===== config.mk =====
export PLATFORM = sky130hd
export DESIGN_NAME = uart_tx
export DESIGN_NICKNAME = d
export VERILOG_FILES = /design/src/rtl/uart_tx.sv
export SDC_FILE = /design/constraint.sdc
export NUM_CORES = 1
export LEC_CHECK = 0
export ABC_CLOCK_PERIOD_IN_PS = 2450
export CAP_MARGIN = 20
export CORE_MARGIN = 1
export CORE_UTILIZATION = 30
export CTS_CLUSTER_SIZE = 24
export DETAILED_ROUTE_END_ITERATION = 12
export GPL_ROUTABILITY_DRIVEN = 0
export PLACE_DENSITY = 0.6
export SETUP_SLACK_MARGIN = 0.3
export SLEW_MARGIN = 20
export SYNTH_ARGS = -nofsm -noshare
export SYNTH_HDL_FRONTEND = slang
export SYNTH_SLANG_ARGS = --single-unit

===== constraint.sdc =====
create_clock -name clock -period 2.45 [get_ports clock]
set_clock_uncertainty 0.15 [all_clocks]
set_input_delay 0.49 -clock clock [delete_from_list [all_inputs] [get_ports clock]]
set_output_delay 0.49 -clock clock [all_outputs]
set_load 0.01 [all_outputs]

===== src/rtl/uart_tx.sv =====
// 8N1 UART transmitter with a small transmit FIFO.
// Bytes enter through a valid/ready handshake and are sent LSB first.
module uart_tx #(
    parameter int CLKS_PER_BIT = 104,
    parameter int FIFO_DEPTH   = 4
) (
    input  logic                          clock,
    input  logic                          reset,
    input  logic [7:0]                    data,
    input  logic                          valid,
    output logic                          ready,
    output logic                          uartTxPin,
    output logic                          busy,
    output logic                          fin,
    output logic [$clog2(FIFO_DEPTH):0]   level,
    output logic [1:0]                    dbg_state
);

    // Handshake: a byte is taken on a rising edge where valid && ready;
    // ready depends only on registered occupancy, never on valid or data.

    localparam int AW = $clog2(FIFO_DEPTH);
    localparam int CW = $clog2(CLKS_PER_BIT);
    localparam logic [CW-1:0] LAST_CNT = CW'(CLKS_PER_BIT - 1);
    localparam logic [CW-1:0] FIN_CNT  = CW'(CLKS_PER_BIT - 2);

    typedef enum logic [1:0] {
        IDLE  = 2'd0,
        START = 2'd1,
        DATA  = 2'd2,
        STOP  = 2'd3
    } state_t;

    state_t          state;
    logic [7:0]      mem [FIFO_DEPTH];
    logic [AW-1:0]   wr_ptr;
    logic [AW-1:0]   rd_ptr;
    logic [CW-1:0]   bit_cnt;
    logic [2:0]      bit_idx;
    logic [7:0]      shreg;
    logic            push;
    logic            pop;
    logic            bit_done;

    assign ready     = (level != (AW+1)'(FIFO_DEPTH));
    assign busy      = (state != IDLE) || (level != '0);
    assign dbg_state = state;
    assign push      = valid && ready;
    assign bit_done  = (bit_cnt == LAST_CNT);
    // The FIFO head is consumed either from idle or at the last stop-bit cycle.
    assign pop       = (level != '0) &&
                       ((state == IDLE) || ((state == STOP) && bit_done));

    always_ff @(posedge clock) begin
        if (push) begin
            mem[wr_ptr] <= data;
        end
    end

    always_ff @(posedge clock) begin
        if (reset) begin
            wr_ptr <= '0;
            rd_ptr <= '0;
            level  <= '0;
        end else begin
            if (push) begin
                wr_ptr <= wr_ptr + 1'b1;
            end
            if (pop) begin
                rd_ptr <= rd_ptr + 1'b1;
            end
            case ({push, pop})
                2'b10:   level <= level + 1'b1;
                2'b01:   level <= level - 1'b1;
                default: level <= level;
            endcase
        end
    end

    always_ff @(posedge clock) begin
        if (reset) begin
            state     <= IDLE;
            uartTxPin <= 1'b1;
            fin       <= 1'b0;
            bit_cnt   <= '0;
            bit_idx   <= '0;
            shreg     <= '0;
        end else begin
            fin <= 1'b0;
            case (state)
                IDLE: begin
                    uartTxPin <= 1'b1;
                    bit_cnt   <= '0;
                    if (pop) begin
                        shreg     <= mem[rd_ptr];
                        uartTxPin <= 1'b0;
                        state     <= START;
                    end
                end
                START: begin
                    if (bit_done) begin
                        bit_cnt   <= '0;
                        bit_idx   <= '0;
                        uartTxPin <= shreg[0];
                        state     <= DATA;
                    end else begin
                        bit_cnt <= bit_cnt + 1'b1;
                    end
                end
                DATA: begin
                    if (bit_done) begin
                        bit_cnt <= '0;
                        if (bit_idx == 3'd7) begin
                            uartTxPin <= 1'b1;
                            state     <= STOP;
                        end else begin
                            // shreg[0] is the bit currently on the line.
                            bit_idx   <= bit_idx + 1'b1;
                            shreg     <= shreg >> 1;
                            uartTxPin <= shreg[1];
                        end
                    end else begin
                        bit_cnt <= bit_cnt + 1'b1;
                    end
                end
                STOP: begin
                    fin <= (bit_cnt == FIN_CNT);
                    if (bit_done) begin
                        bit_cnt <= '0;
                        if (pop) begin
                            shreg     <= mem[rd_ptr];
                            uartTxPin <= 1'b0;
                            state     <= START;
                        end else begin
                            uartTxPin <= 1'b1;
                            state     <= IDLE;
                        end
                    end else begin
                        bit_cnt <= bit_cnt + 1'b1;
                    end
                end
                default: begin
                    uartTxPin <= 1'b1;
                    state     <= IDLE;
                end
            endcase
        end
    end

endmodule


==> impl_metrics.py, run 1 <==
metrics = {
    "status": {
        "result_of_the_run": "complete, no violations",
    },
    "global_routing": {
        "first_pass_grt_wire_length_microns": 8900,
        "grt_antenna_before_repair": 0,
        "grt_max_degree": 28,
        "grt_pass1_vias": 1839,
        "globalRoute.totalOverflow": 0,
        "groute.usage.overall_pct": 11.5,
    },
    "floorplanning": {
        "placement_rows": 35,
        "core_sq_um": 9370,
        "starting_density_pct": 31.3,
        "die_h_microns": 101,
        "dieArea_sq_um": 10200,
        "ios": 20,
        "die-width_microns": 101,
    },
    "route": {
        "drcViolationCount": 0,
        "routedWlPerCell_microns": 13.3,
        "drt-pass1-iter-count": 4,
        "vias": 1860,
        "drt.antenna.violating_nets": 0,
        "drtIter0Drc": 61,
        "avgViaCountPerCell": 4.57,
        "wirelength_microns": 5420,
    },
    "clocking": {
        "ctsLongestPathBuffers": 2,
        "post_cts_hold_buffer_count": 0,
        "clk-insertion-delay-late_ns": 0.34,
        "tritoncts": "built",
        "clkTransAtPathRegs_ns": 0.08,
        "cts-buffers-inserted": 9,
        "cts-root-buf": "sky130_fd_sc_hd__clkbuf_8",
        "cts_sinks": 63,
        "ctsHtreeMaxLevel": 3,
    },
    "sta": {
        "min_hold_slack_ns": 0.306,
        "period_minus_slack_ns": 2.14,
        "setup_viol": 0,
        "max_clock_freq_mhz": 467,
        "drv_slew": 0,
        "hold_viol_final": 0,
        "worst-slew-pin-transition_ns": 0.431,
        "grt_setup_unrepaired": "yes",
        "final_min_period_over_clock_period_pct": 87.4,
        "setup_ws_ns": 0.309,
        "slew-limit-headroom_pct": 71.3,
    },
    "setup_path": {
        "timing.critical_path.from_type": "register",
        "reg2reg_depth": 9,
        "crit_arrival_ns": 2.25,
        "category_of_the_most_critical_setup_path": "register to register",
        "crit_path_end_kind": "register",
        "worstPathMaxFanout": 5,
        "cp.required_ns": 2.56,
    },
    "power": {
        "power_mw": 4.26,
        "power.ir.vdd_worst_v": 0.000441,
        "standby_leakage_power_nw": 1.34,
        "power.density_cell_area_nw_per_um2": 1120,
    },
    "yosys": {
        "mappedNetlistNets": 256,
        "yosys_register_bits": 63,
        "synthArstFlopShare_pct": 0,
        "syn-instance-count": 229,
        "synth-edff-count": 32,
        "register_area_share_after_synthesis_pct": 53.9,
        "yosys_warnings": 0,
        "yosysUniqueCellTypes": 48,
        "synth_area_per_cell_sq_um": 12.8,
        "syn_std_cell_area_sq_um": 2940,
        "synth_flop_cell": "sky130_fd_sc_hd__edfxtp_1",
    },
    "min_path": {
        "hold_path_depth": 1,
        "holdCritPathClass": "register to register",
    },
    "place": {
        "place.detailed.hpwl_microns": 3510,
        "numPortBuffers": 19,
        "placement.cell_area_sq_um": 3370,
        "pre_cts_ws_ns": -0.0816,
    },
    "finish": {
        "fin_nets": 300,
        "stdcell_area_sq_um": 3800,
        "layout.cells.most_common": "sky130_fd_sc_hd__edfxtp_1",
        "final_layout_size_suffix_gt1_share_pct": 30.6,
        "layout-area-overhead-vs-synth_pct": 29.6,
        "layout.cells.most_common_list": "sky130_fd_sc_hd__edfxtp_1 (32), sky130_fd_sc_hd__nor2_1 (24), sky130_fd_sc_hd__buf_4 (23)",
        "antenna_cells_inserted": 0,
    },
    "run": {
        "cap_viol_max_count": 0,
    },
}
-- worst max-delay path, stage by stage (launching register included) --
cell                      delay [ns]
sky130_fd_sc_hd__dfxtp_4        0.39
sky130_fd_sc_hd__inv_2          0.07
sky130_fd_sc_hd__ha_2           0.19
sky130_fd_sc_hd__inv_2          0.07
sky130_fd_sc_hd__o32ai_4        0.09
sky130_fd_sc_hd__ha_4           0.19
sky130_fd_sc_hd__fa_2           0.35
sky130_fd_sc_hd__xnor2_1        0.14
sky130_fd_sc_hd__or3_1          0.31
sky130_fd_sc_hd__a21oi_1        0.11
-- cell families (layout without fill, tap and decap cells) --
kind of cell | after synthesis | count (layout) | share of synthesized area, %
flip-flops | 63 | 63 | 53.9
buffers and inverters | 18 | 67 | 2.64
adder cells (fa/ha/maj) | 16 | 16 | 7.08
XOR/XNOR | 9 | 9 | 2.69
AND/OR/NAND/NOR | 70 | 70 | 12.4
multiplexers | 23 | 23 | 12.4
AO/OA/AOI/OAI | 30 | 30 | 8.91
-- report_power, final --
group          switching [mW]  total [mW]  internal [mW]
Sequential              0.152        1.48           1.33
Combinational           0.750        1.64          0.885
Clock                   0.449        1.14          0.692
-- synth_stat cells (2+ instances only) --
cell type,instances,area share [%]
sky130_fd_sc_hd__edfxtp_1,32,33
sky130_fd_sc_hd__dfxtp_1,31,21
sky130_fd_sc_hd__nor2_1,24,3.1
sky130_fd_sc_hd__ha_1,15,6.4
sky130_fd_sc_hd__nand2_1,11,1.4
sky130_fd_sc_hd__nor2b_1,10,2.1
sky130_fd_sc_hd__inv_1,9,1.2
sky130_fd_sc_hd__mux2i_1,8,2.7
sky130_fd_sc_hd__mux4_2,8,6.1
sky130_fd_sc_hd__a21oi_1,7,1.2
sky130_fd_sc_hd__mux2_4,7,3.6
sky130_fd_sc_hd__o21ai_0,7,1.2
sky130_fd_sc_hd__clkbuf_1,5,0.64
sky130_fd_sc_hd__xnor2_1,5,1.5
sky130_fd_sc_hd__and2_1,4,0.85
sky130_fd_sc_hd__and3_1,4,0.85
sky130_fd_sc_hd__xor2_1,4,1.2
sky130_fd_sc_hd__or3_1,3,0.64
sky130_fd_sc_hd__buf_2,2,0.34
sky130_fd_sc_hd__nand3_1,2,0.34
sky130_fd_sc_hd__nor3_1,2,0.34
sky130_fd_sc_hd__o31ai_2,2,0.85
sky130_fd_sc_hd__o41ai_1,2,0.60
-- per-stage QoR --
step	util, %	cells	setup TNS [ns]
after floorplan	-	229	0
after global placement	35.9	378	-0.0494
after detailed placement	35.9	378	-0.0816
after CTS	39.7	399	0
after global routing	40.6	407	0
final	40.6	407	0
-- routing by layer --
metal  vias to the layer above  track usage [%]  share of wire, %
li1                        926                -                 -
met1                       908             14.0                47
met2                        20             19.2                50
met3                         6             3.12               2.3
met4                         0             5.02               1.2
met5                         -                0                 0
-- what timing repair did --
item                                   CTS  global route
setup buffers                            5             8
endpoints found under the hold margin    0             0
gates resized for setup                 16             7
pin swaps                                2             5
setup endpoints to repair                3            10
-- worst paths after layout --
path / startpoint / end / slack [ns]
max reg2reg: dbg_state[1] / level[2] / 0.31
max: dbg_state[1] / level[2] / 0.31
min reg2reg: bit_cnt[0] / bit_cnt[0] / 0.31
min: bit_cnt[0] / bit_cnt[0] / 0.31
-- sequential cells by signal, summed over array words and instances (netlist names), named ones only --
register and cells:
bit_cnt 7, fin 1, shreg 8, uartTxPin 1, bit_idx 3, rd_ptr 2, mem 32, dbg_state 2
wr_ptr 2, level 3
-- cell type report --
| type | instances | area [sq um] |
|---|---|---|
| Inverter | 9 | 33.8 |
| Timing Repair Buffer | 42 | 360 |
| Clock buffer | 9 | 124 |
| Fill cell | 906 | 5570 |
| Clock inverter | 7 | 128 |
| Sequential cell | 63 | 1610 |
| Multi-Input combinational cell | 148 | 1390 |
| Tap cell | 129 | 161 |
Power figures use the tool's default switching activity.
==> run 2, diff against run 1 <==
- SLEW_MARGIN: 20 -> unset
==> results of run 2 <==
Final layout, timing and power as in run 1 (identical DEF).
